<file path="config.mk">
export PLATFORM = sky130hd
export DESIGN_NAME = bias_vector_unit_flat
export DESIGN_NICKNAME = d
export VERILOG_FILES = /design/src/rtl/bias_vector_unit_if.sv /design/src/rtl/bias_vector_unit.sv /design/src/flat_wrapper.sv
export SDC_FILE = /design/constraint.sdc
export NUM_CORES = 1
export LEC_CHECK = 0
export ABC_AREA = 1
export BUFFER_PORTS_ARGS = -buffer_cell sky130_fd_sc_hd__buf_4
export CORE_ASPECT_RATIO = 0.7
export CORE_MARGIN = 1
export CORE_UTILIZATION = 54
export CTS_CLUSTER_SIZE = 14
export DETAILED_ROUTE_END_ITERATION = 10
export GPL_ROUTABILITY_DRIVEN = 0
export HOLD_SLACK_MARGIN = 0.15
export PLACE_DENSITY_LB_ADDON = 0.12
export SYNTH_ARGS = -nofsm -noshare
export SYNTH_HDL_FRONTEND = slang
export SYNTH_SLANG_ARGS = --single-unit
</file>
<file path="constraint.sdc">
create_clock -name clk -period 9.92 [get_ports clk]
set_clock_uncertainty 0.1 [all_clocks]
set_input_delay 1.488 -clock clk [delete_from_list [all_inputs] [get_ports clk]]
set_output_delay 1.488 -clock clk [all_outputs]
set_load 0.02 [all_outputs]
</file>
<file path="src/rtl/bias_vector_unit_if.sv">
// Bus bundle for bias_vector_unit.
// Covers bias loading, mode control, the per-column systolic beats and the registered results.
interface bias_vector_unit_if #(
  parameter int N_COLS = 4,
  parameter int DATA_W = 16,
  parameter int ACC_W  = 24
);
  localparam int IDX_W = (N_COLS > 1) ? $clog2(N_COLS) : 1;

  logic                     load_bias_in;
  logic [IDX_W-1:0]         load_idx_in;
  logic [DATA_W-1:0]        bias_scalar_in;
  logic                     bias_switch_in;
  logic                     bias_backward_in;
  logic                     grad_clear_in;
  logic [N_COLS-1:0]        sys_valid_in;
  logic [N_COLS*DATA_W-1:0] sys_data_in;
  logic [N_COLS-1:0]        valid_out;
  logic [N_COLS*DATA_W-1:0] data_out;
  logic [N_COLS*ACC_W-1:0]  grad_acc_out;
  logic [N_COLS*DATA_W-1:0] active_bias_out;

  modport master (
    output load_bias_in, load_idx_in, bias_scalar_in, bias_switch_in,
           bias_backward_in, grad_clear_in, sys_valid_in, sys_data_in,
    input  valid_out, data_out, grad_acc_out, active_bias_out
  );

  modport slave (
    input  load_bias_in, load_idx_in, bias_scalar_in, bias_switch_in,
           bias_backward_in, grad_clear_in, sys_valid_in, sys_data_in,
    output valid_out, data_out, grad_acc_out, active_bias_out
  );
endinterface

</file>
<file path="src/rtl/bias_vector_unit.sv">
// Per-column bias stage under the systolic array.
// Forward mode adds a double-buffered saturating bias; backward mode passes data through and accumulates bias gradients.
module bias_vector_unit #(
  parameter int N_COLS = 4,
  parameter int DATA_W = 16,
  parameter int ACC_W  = 24
) (
  input logic              clk,
  input logic              rst,
  bias_vector_unit_if.slave bus
);
  localparam int IDX_W = (N_COLS > 1) ? $clog2(N_COLS) : 1;

  logic [DATA_W-1:0] inactive_r  [N_COLS];
  logic [DATA_W-1:0] active_r    [N_COLS];
  logic [DATA_W-1:0] data_r      [N_COLS];
  logic [ACC_W-1:0]  grad_r      [N_COLS];
  logic [N_COLS-1:0] valid_r;

  logic [DATA_W-1:0] inactive_s  [N_COLS];
  logic [DATA_W-1:0] active_s    [N_COLS];
  logic [DATA_W-1:0] data_s      [N_COLS];
  logic [ACC_W-1:0]  grad_s      [N_COLS];
  logic [ACC_W-1:0]  grad_base_s [N_COLS];
  logic [DATA_W-1:0] sys_data_s  [N_COLS];

  function automatic logic [DATA_W-1:0] sat_data(input logic [DATA_W-1:0] a,
                                                 input logic [DATA_W-1:0] b);
    logic [DATA_W:0] sum_s;
    sum_s = {a[DATA_W-1], a} + {b[DATA_W-1], b};
    if (sum_s[DATA_W] != sum_s[DATA_W-1]) begin
      sat_data = sum_s[DATA_W] ? {1'b1, {(DATA_W-1){1'b0}}} : {1'b0, {(DATA_W-1){1'b1}}};
    end else begin
      sat_data = sum_s[DATA_W-1:0];
    end
  endfunction

  function automatic logic [ACC_W-1:0] sat_acc(input logic [ACC_W-1:0]  acc,
                                               input logic [DATA_W-1:0] d);
    logic [ACC_W-1:0] ext_s;
    logic [ACC_W:0]   sum_s;
    ext_s = ACC_W'($signed(d));
    sum_s = {acc[ACC_W-1], acc} + {ext_s[ACC_W-1], ext_s};
    if (sum_s[ACC_W] != sum_s[ACC_W-1]) begin
      sat_acc = sum_s[ACC_W] ? {1'b1, {(ACC_W-1){1'b0}}} : {1'b0, {(ACC_W-1){1'b1}}};
    end else begin
      sat_acc = sum_s[ACC_W-1:0];
    end
  endfunction

  for (genvar g = 0; g < N_COLS; g++) begin : g_col
    assign sys_data_s[g]                              = bus.sys_data_in[g*DATA_W +: DATA_W];
    assign bus.data_out[g*DATA_W +: DATA_W]           = data_r[g];
    assign bus.grad_acc_out[g*ACC_W +: ACC_W]         = grad_r[g];
    assign bus.active_bias_out[g*DATA_W +: DATA_W]    = active_r[g];
  end
  assign bus.valid_out = valid_r;

  // Next-state for banks, results and gradient accumulators, column by column.
  always_comb begin
    for (int c = 0; c < N_COLS; c++) begin
      inactive_s[c]  = inactive_r[c];
      active_s[c]    = active_r[c];
      data_s[c]      = data_r[c];
      grad_base_s[c] = grad_r[c];
      grad_s[c]      = grad_r[c];

      // Switch copies the pre-load inactive bank; a same-cycle load only lands in inactive.
      if (bus.load_bias_in && (bus.load_idx_in == IDX_W'(c))) begin
        inactive_s[c] = bus.bias_scalar_in;
      end else begin
        inactive_s[c] = inactive_r[c];
      end
      if (bus.bias_switch_in) begin
        active_s[c] = inactive_r[c];
      end else begin
        active_s[c] = active_r[c];
      end

      if (bus.grad_clear_in) begin
        grad_base_s[c] = {ACC_W{1'b0}};
      end else begin
        grad_base_s[c] = grad_r[c];
      end
      grad_s[c] = grad_base_s[c];

      if (bus.sys_valid_in[c]) begin
        if (bus.bias_backward_in) begin
          data_s[c] = sys_data_s[c];
          grad_s[c] = sat_acc(grad_base_s[c], sys_data_s[c]);
        end else begin
          data_s[c] = sat_data(sys_data_s[c], active_r[c]);
        end
      end else begin
        data_s[c] = data_r[c];
      end
    end
  end

  // State registers; reset clears everything immediately, discarding in-flight beats.
  always_ff @(posedge clk or posedge rst) begin
    if (rst) begin
      for (int c = 0; c < N_COLS; c++) begin
        inactive_r[c] <= {DATA_W{1'b0}};
        active_r[c]   <= {DATA_W{1'b0}};
        data_r[c]     <= {DATA_W{1'b0}};
        grad_r[c]     <= {ACC_W{1'b0}};
      end
      valid_r <= {N_COLS{1'b0}};
    end else begin
      for (int c = 0; c < N_COLS; c++) begin
        inactive_r[c] <= inactive_s[c];
        active_r[c]   <= active_s[c];
        data_r[c]     <= data_s[c];
        grad_r[c]     <= grad_s[c];
      end
      valid_r <= bus.sys_valid_in;
    end
  end
endmodule

</file>
<file path="src/flat_wrapper.sv">
// flat-port wrapper written by rule: the top's interface ports become plain ports
module bias_vector_unit_flat 
#(
  parameter int N_COLS = 4,
  parameter int DATA_W = 16,
  parameter int ACC_W  = 24
)
  (clk, rst, bus_load_bias_in, bus_load_idx_in, bus_bias_scalar_in, bus_bias_switch_in, bus_bias_backward_in, bus_grad_clear_in, bus_sys_valid_in, bus_sys_data_in, bus_valid_out, bus_data_out, bus_grad_acc_out, bus_active_bias_out);
  bias_vector_unit_if #(.N_COLS(N_COLS), .DATA_W(DATA_W), .ACC_W(ACC_W)) bus_i ();
  input logic clk;
  input logic rst;
  input wire logic [$bits(bus_i.load_bias_in)-1:0] bus_load_bias_in;
  input wire logic [$bits(bus_i.load_idx_in)-1:0] bus_load_idx_in;
  input wire logic [$bits(bus_i.bias_scalar_in)-1:0] bus_bias_scalar_in;
  input wire logic [$bits(bus_i.bias_switch_in)-1:0] bus_bias_switch_in;
  input wire logic [$bits(bus_i.bias_backward_in)-1:0] bus_bias_backward_in;
  input wire logic [$bits(bus_i.grad_clear_in)-1:0] bus_grad_clear_in;
  input wire logic [$bits(bus_i.sys_valid_in)-1:0] bus_sys_valid_in;
  input wire logic [$bits(bus_i.sys_data_in)-1:0] bus_sys_data_in;
  output wire logic [$bits(bus_i.valid_out)-1:0] bus_valid_out;
  output wire logic [$bits(bus_i.data_out)-1:0] bus_data_out;
  output wire logic [$bits(bus_i.grad_acc_out)-1:0] bus_grad_acc_out;
  output wire logic [$bits(bus_i.active_bias_out)-1:0] bus_active_bias_out;
  assign bus_i.load_bias_in = bus_load_bias_in;
  assign bus_i.load_idx_in = bus_load_idx_in;
  assign bus_i.bias_scalar_in = bus_bias_scalar_in;
  assign bus_i.bias_switch_in = bus_bias_switch_in;
  assign bus_i.bias_backward_in = bus_bias_backward_in;
  assign bus_i.grad_clear_in = bus_grad_clear_in;
  assign bus_i.sys_valid_in = bus_sys_valid_in;
  assign bus_i.sys_data_in = bus_sys_data_in;
  assign bus_valid_out = bus_i.valid_out;
  assign bus_data_out = bus_i.data_out;
  assign bus_grad_acc_out = bus_i.grad_acc_out;
  assign bus_active_bias_out = bus_i.active_bias_out;
  bias_vector_unit #(.N_COLS(N_COLS), .DATA_W(DATA_W), .ACC_W(ACC_W)) u_core (.clk(clk), .rst(rst), .bus(bus_i));
endmodule
</file>
==> results of run 1 <==
-- logic make-up after synthesis --
kind of cell | after synthesis | share of synthesized area
AO/OA/AOI/OAI | 423 | 0.104
XOR/XNOR | 103 | 0.0398
adder cells (fa/ha/maj) | 168 | 0.0954
buffers and inverters | 481 | 0.0886
flip-flops | 292 | 0.322
multiplexers | 64 | 0.0318
AND/OR/NAND/NOR | 1753 | 0.318
-- metal layers --
metal  part of all wire  global-route usage
met5                  0                   0
met1               0.46               0.501
met2               0.40               0.455
met4              0.038               0.112
met3               0.10              0.0475
-- worst min-delay path: stages, from the launching register on --
cell	delay, ns
dfrtp_1	0.34
nand2_1	0.05
o21ai_0	0.06
-- layout make-up --
cell class              instances  area [sq um]  share of cell area
inverters                     397          1500              0.0569
well taps                     544           681              0.0259
multi-input cells            2511         13400               0.507
flip-flops and latches        292          7310               0.278
clock inverters                14           161             0.00613
clock buffers                  42           877              0.0333
diodes                          3          7.51            0.000285
repair buffers                322          2430              0.0923
-- sequential cells by signal (all words and copies together) (netlist names) --
register and count:
u_core.bus.active_bias_out 64, u_core.inactive_r 64, u_core.bus.data_out 64, u_core.bus.grad_acc_out 96
u_core.bus.valid_out 4
-- synth_stat cells (3+ instances only) --
cell type / n / area share
a21o_1: 6 / 0.0020
a21oi_1: 239 / 0.053
a21oi_2: 37 / 0.014
a31oi_1: 6 / 0.0017
and2_1: 11 / 0.0030
buf_1: 3 / 0.00050
buf_2: 6 / 0.0013
buf_4: 5 / 0.0017
buf_6: 18 / 0.0089
clkbuf_1: 48 / 0.0079
clkinv_1: 5 / 0.00083
dfrtp_1: 292 / 0.32
fa_1: 8 / 0.0071
ha_1: 160 / 0.088
inv_1: 385 / 0.064
inv_2: 7 / 0.0012
mux2_2: 64 / 0.032
nand2_1: 985 / 0.16
nand2_2: 34 / 0.0094
nand2_4: 3 / 0.0015
nand3_1: 152 / 0.034
nand3_2: 4 / 0.0018
nand3b_1: 5 / 0.0017
nand4_1: 45 / 0.012
nor2_1: 459 / 0.076
nor2_2: 19 / 0.0052
nor2_4: 3 / 0.0015
nor3_1: 22 / 0.0049
nor3_2: 3 / 0.0013
o21ai_0: 102 / 0.023
o21bai_1: 27 / 0.0089
or2_1: 3 / 0.00083
xnor2_1: 45 / 0.017
xor2_1: 58 / 0.022
-- report_power, final --
group	total, mW	internal (mW)	switching, mW
Clock	1.22	0.696	0.526
Combinational	2.19	0.811	1.38
Sequential	1.60	1.41	0.194
-- path summary, 6_finish.rpt --
kind / from / end / slack [ns] / depth (start not counted)
max: bus_grad_clear_in / u_core.bus.grad_acc_out[85]$_DFF_PP0_ / 5.16 / 15
min: u_core.inactive_r[12]$_DFFE_PP0P_ / u_core.inactive_r[12]$_DFFE_PP0P_ / 0.38 / 2
max reg2reg: u_core.bus.grad_acc_out[72]$_DFF_PP0_ / u_core.bus.grad_acc_out[85]$_DFF_PP0_ / 6.56 / 15
min reg2reg: u_core.inactive_r[12]$_DFFE_PP0P_ / u_core.inactive_r[12]$_DFFE_PP0P_ / 0.38 / 2
max in group asynchronous: rst / u_core.bus.grad_acc_out[53]$_DFF_PP0_ / 7.21 / 3
min in group asynchronous: rst / u_core.bus.grad_acc_out[45]$_DFF_PP0_ / 0.98 / 2
-- layout by cell type (no fill, tap or decap), drive strengths merged --
| cell | synthesis | routed |
|---|---|---|
| and3 | 2 | 2 |
| o21ai | 105 | 105 |
| and2 | 12 | 12 |
| a21oi | 277 | 277 |
| inv | 392 | 395 |
| clkinv | 5 | 11 |
| a211oi | 1 | 1 |
| bufinv | 0 | 3 |
| xor2 | 58 | 58 |
| a31oi | 6 | 6 |
| nand4 | 45 | 45 |
| fa | 8 | 8 |
| ha | 160 | 160 |
| a22o | 1 | 1 |
| nor2 | 481 | 481 |
| a21o | 6 | 6 |
| xnor2 | 45 | 45 |
| diode | 0 | 3 |
| clkbuf | 50 | 42 |
| nand3b | 5 | 5 |
| nand2 | 1022 | 1022 |
| mux2 | 64 | 64 |
| nor3 | 25 | 25 |
| o21bai | 27 | 27 |
| buf | 33 | 322 |
| dfrtp | 292 | 292 |
| nand3 | 156 | 156 |
| clkinvlp | 0 | 2 |
| or2 | 5 | 5 |
-- stage by stage --
step	std cells	hold slack, ns	worst slack, ns	power [mW]	utilization
3_5_place_dp	4066	0.367	4.63	3.76	0.613
5_1_grt	4125	0.409	4.88	5.31	0.639
6_report	4125	0.378	5.16	5.01	0.639
4_1_cts	4122	0.383	5.23	4.99	0.639
3_3_place_gp	4066	0.362	4.84	3.72	0.613
2_1_floorplan	3284	0.348	0.270	3.07	-
==> qor.csv, run 1 <==
metric,value,unit
async_flop_share,1.00,
die_width,247,microns
ctsHtreeMaxLevel,1,
hold_buffers,0,
clockBufferDepth,3,
die_h,173,microns
yosys_warnings,0,
drive_above_1_share,0.155,
syn_area,0.0227,sq mm
power_density,190,mW/mm^2
grt_overflow,0,
hpwl,53.9,mm
syn_area_per_cell,6.90,sq um
antenna_found_initial,3,
fmax,210,MHz
grt_use_total,0.324,
drtIter0Drc,2489,
violations,DRC,
yosysSeqAreaShare,0.322,
ir_worst_vdd,0.000155,V
rows,62,
dpl_cell_area,0.0253,sq mm
pin_count,320,
core,0.0412,sq mm
max-cap-violations,0,
die_area,0.0428,sq mm
status,finished with violations,
hold_viol,0,
fin_setup_tns,0,ns
start_kind,input port,
crit_buf_inv,4,
antenna_left,0,
synth_seq_cells,292,
cts_root_buf,clkbuf_16,
first_pass_iters,9,
drc,38,
cts.clk_slew.worst_paths,0.06,ns
slowest_stage,a21oi_2,
grt_max_degree,179,
post_cts_buffers,0,
fillers,3767,
slew_headroom,0.223,
first_global_vias,20419,
synth_nets,3544,
end_kind,flip-flop,
path_delay_family,compound AO/OA/AOI/OAI gates,
crit_chain,buf_4 -> inv_1 -> nand2_1 -> inv_1 -> ha_1 -> nand2_1 -> inv_1 -> nand2_1 -> nand2_1 -> a21oi_1 -> nand3_1 -> nand2_1 -> nand2_1 -> a21oi_2 -> a21oi_1,
ys_types,45,
avgViaCountPerCell,5.55,
cp_max_fo,52,
worstHoldPathType,reg2reg,
finalCritPeriodShare,0.480,
p_leak,14.5,nW
cts_tree,built,
cp.arrival,5.07,ns
cts_resized,0,
crit_top_cell,nand2_1,
rsz0062_at_grt,no,
clock_latency,0.60,ns
grt_pass1_wl,110,mm
finalNetCount,3815,
final_area,0.0263,sq mm
setup_viol,0,
synth_cells,3284,
worst_ep_required_time,10.22,ns
min_period,4.76,ns
tightest_slew,1.17,ns
cts_buffers,31,
area_growth_syn_to_layout,16.1,%
initial_utilization,0.550,
drv_slew,0,
path_class,in2reg,
drt_wl_total,70.8,mm
slowest_delay,0.91,ns
io_buffers,319,
vias,22914,
synth-edff-count,0,
clock_sinks,292,
wl_per_cell,17.2,microns
ys.flop_type,dfrtp_1,
No activity file was read; power rests on OpenSTA's default activity.
==> run 2, diff against run 1 <==
--- a/config.mk
+++ b/config.mk
@@ -9,7 +9,7 @@
 export BUFFER_PORTS_ARGS = -buffer_cell sky130_fd_sc_hd__buf_4
 export CORE_ASPECT_RATIO = 0.7
 export CORE_MARGIN = 1
-export CORE_UTILIZATION = 54
+export CORE_UTILIZATION = 59
 export CTS_CLUSTER_SIZE = 14
 export DETAILED_ROUTE_END_ITERATION = 10
 export GPL_ROUTABILITY_DRIVEN = 0
==> constraint.sdc (replaced) <==
create_clock -name clk -period 4.8 [get_ports clk]
set_clock_uncertainty 0.1 [all_clocks]
set_input_delay 0.72 -clock clk [delete_from_list [all_inputs] [get_ports clk]]
set_output_delay 0.72 -clock clk [all_outputs]
set_load 0.02 [all_outputs]
==> run 2 against run 1 <==
  * The run now ends clean
  * Critical path depth increased by 2
  * Sequential cell count unchanged
  * Largest power group unchanged
  * Highest routed layer unchanged
  * Total power grew 110%
  * Global-route usage grew 3.0 points
  * Cell count fell by 1.3%
  * Largest cell class unchanged
  * Setup slack got worse by 4.0 ns
  * Sequential power up 110%
==> qor.csv, run 2 (synthesis results as in run 1) <==
metric,value,unit
final_common_cell,nand2_1,
fin_setup_tns,0,ns
pin_count,320,
power_density,399,mW/mm^2
hold-worst-slack,0.197,ns
grt_overflow,0,
hpwl,53.9,mm
io_buffers,319,
clockBufferDepth,3,
finalCritPeriodShare,0.759,
die_h,166,microns
antenna_left,0,
fillers,3219,
p_comb_frac,0.431,
cp_max_fo,44,
core,0.0375,sq mm
cp.arrival,3.98,ns
drive_above_1_share,0.157,
worstHoldEndpoint,u_core.bus.valid_out[3]$_DFF_PP0_,
cts_buffers,30,
reg2reg_depth,17,
cts_tree,built,
multiInputGateArea,0.0134,sq mm
fmax,275,MHz
first_pass_iters,6,
crit_chain,buf_4 -> buf_4 -> nor2_1 -> ha_1 -> inv_1 -> fa_1 -> inv_1 -> nand2_1 -> nand2_1 -> nand3_1 -> nand2_2 -> nand2_2 -> nand3_1 -> nand2_1 -> nand2_2 -> a21oi_4 -> o21ai_0,
p_int,6.17,mW
cts_root_buf,clkbuf_16,
finalNetCount,3821,
r2r-start,u_core.bus.grad_acc_out[0]$_DFF_PP0_,
setup_viol,0,
clock_latency,0.60,ns
final_core_util,0.703,
avgViaCountPerCell,5.62,
min_period,3.64,ns
cts.clk_slew.worst_paths,0.07,ns
largest_reg_flops,96,
rows,59,
sw_frac_of_total,0.413,
hold_viol,0,
diodes,0,
slowest_stage,a21oi_4,
min_path_cells,1,
die_width,236,microns
max-cap-violations,0,
p_leak,14.5,nW
grt_max_degree,128,
rsz0062_at_grt,no,
slowest_delay,0.58,ns
drv_slew,0,
wl_per_cell,17.3,microns
initial_utilization,0.604,
drtIter0Drc,2612,
path_class,in2reg,
p_clk_frac,0.252,
start_kind,input port,
crit_buf_inv,4,
die_area,0.0392,sq mm
p_sw,4.34,mW
timing.final.ws_setup,1.16,ns
first_global_vias,21036,
hp-start,bus_sys_valid_in[3],
r2r_slack,1.49,ns
grt_pass1_wl,112,mm
drt_wl_total,70.6,mm
worst_ep_required_time,5.13,ns
drc,0,
ir_worst_vdd,0.000328,V
slew_headroom,0.300,
tightest_slew,1.05,ns
pre_cts_ws,0.665,ns
area_growth_syn_to_layout,16.3,%
ctsHtreeMaxLevel,1,
final_cell_mix,"nand2_1, nor2_1, inv_1",
power.total,10.5,mW
status,finished clean,
clock_sinks,292,
vias,22896,
grt_use_total,0.354,
path_delay_family,buffers and inverters,
antenna_found_initial,1,
timing.rr.end,u_core.bus.grad_acc_out[2]$_DFF_PP0_,
regArea,0.00731,sq mm
end_kind,flip-flop,
p_seq_frac,0.316,
worstHoldPathType,in2reg,
cts_resized,0,
## run 2: changes by cell type in the layout (fill, tap and decap cells not counted), moves of 2 or more
cell,change
dlygate4sd3_1,+2
clkinv_2,-2
clkbuf_1,-3
bufinv_16,+3
clkinvlp_4,+5
buf_4,+4
diode_2,-3
inv_6,-2
## run 2: worst register-to-register path, cell delays in order, from the launching register on
cell     delay [ns]
dfrtp_1        0.35
inv_1          0.04
nor2_1         0.12
ha_1           0.36
inv_1          0.10
fa_1           0.41
inv_1          0.11
nand3_1        0.08
nand2_1        0.18
nand2_1        0.09
nand2_2        0.13
nand2_1        0.09
nand3_1        0.09
nand2_1        0.05
nand2_1        0.09
nand2_1        0.08
nand2_2        0.49
a21oi_1        0.18
## run 2: how the worst max path moves through the flow
stage,cells after the start,slack [ns],endpoint,startpoint
3_5_place_dp,18,0.67,u_core.bus.grad_acc_out[82]$_DFF_PP0_,bus_grad_clear_in
2_1_floorplan,1,0.10,u_core.bus.active_bias_out[0]$_DFFE_PP0P_,rst
6_report,17,1.16,u_core.bus.grad_acc_out[24]$_DFF_PP0_,bus_grad_clear_in
3_3_place_gp,18,0.80,u_core.bus.grad_acc_out[88]$_DFF_PP0_,bus_grad_clear_in
5_1_grt,15,0.93,u_core.bus.grad_acc_out[85]$_DFF_PP0_,bus_grad_clear_in
4_1_cts,18,1.25,u_core.bus.grad_acc_out[86]$_DFF_PP0_,bus_grad_clear_in
## run 2: routing by layer
metal / wire length (microns) / GRT usage / share of wire / vias to the layer above
li1: - / - / - / 11004
met1: 31700 / 0.532 / 0.45 / 10569
met2: 29300 / 0.516 / 0.42 / 1148
met3: 7230 / 0.0605 / 0.10 / 175
met4: 2390 / 0.113 / 0.034 / 0
met5: 0 / 0 / 0 / -
## run 2: area by class of cell
| class | count | share of cell area |
|---|---|---|
| well taps | 488 | 0.0232 |
| clock buffers | 38 | 0.0323 |
| clock inverters | 17 | 0.00963 |
| repair buffers | 329 | 0.0948 |
| flip-flops and latches | 292 | 0.277 |
| multi-input cells | 2511 | 0.506 |
| inverters | 397 | 0.0567 |
## run 2: through the flow
stage                     instance area [sq um]  instances
after floorplan                           22700       3284
after global placement                    25200       4015
after detailed placement                  25200       4015
after CTS                                 26400       4072
after global routing                      26400       4072
final                                     26400       4072
## run 2: repair_timing
action                                 4_1_cts  5_1_grt
endpoints found under the hold margin       17        0
hold buffers                                 2        0
setup buffers                                0        0
## run 2: power groups by stage
stage	clock, mW	combinational, mW	sequential (mW)
finish	2.65	4.53	3.32
detailed placement	0	4.44	3.35
floorplan	0	2.69	3.65
global route	2.78	4.99	3.36
CTS	2.69	4.47	3.31
global placement	0	4.34	3.34
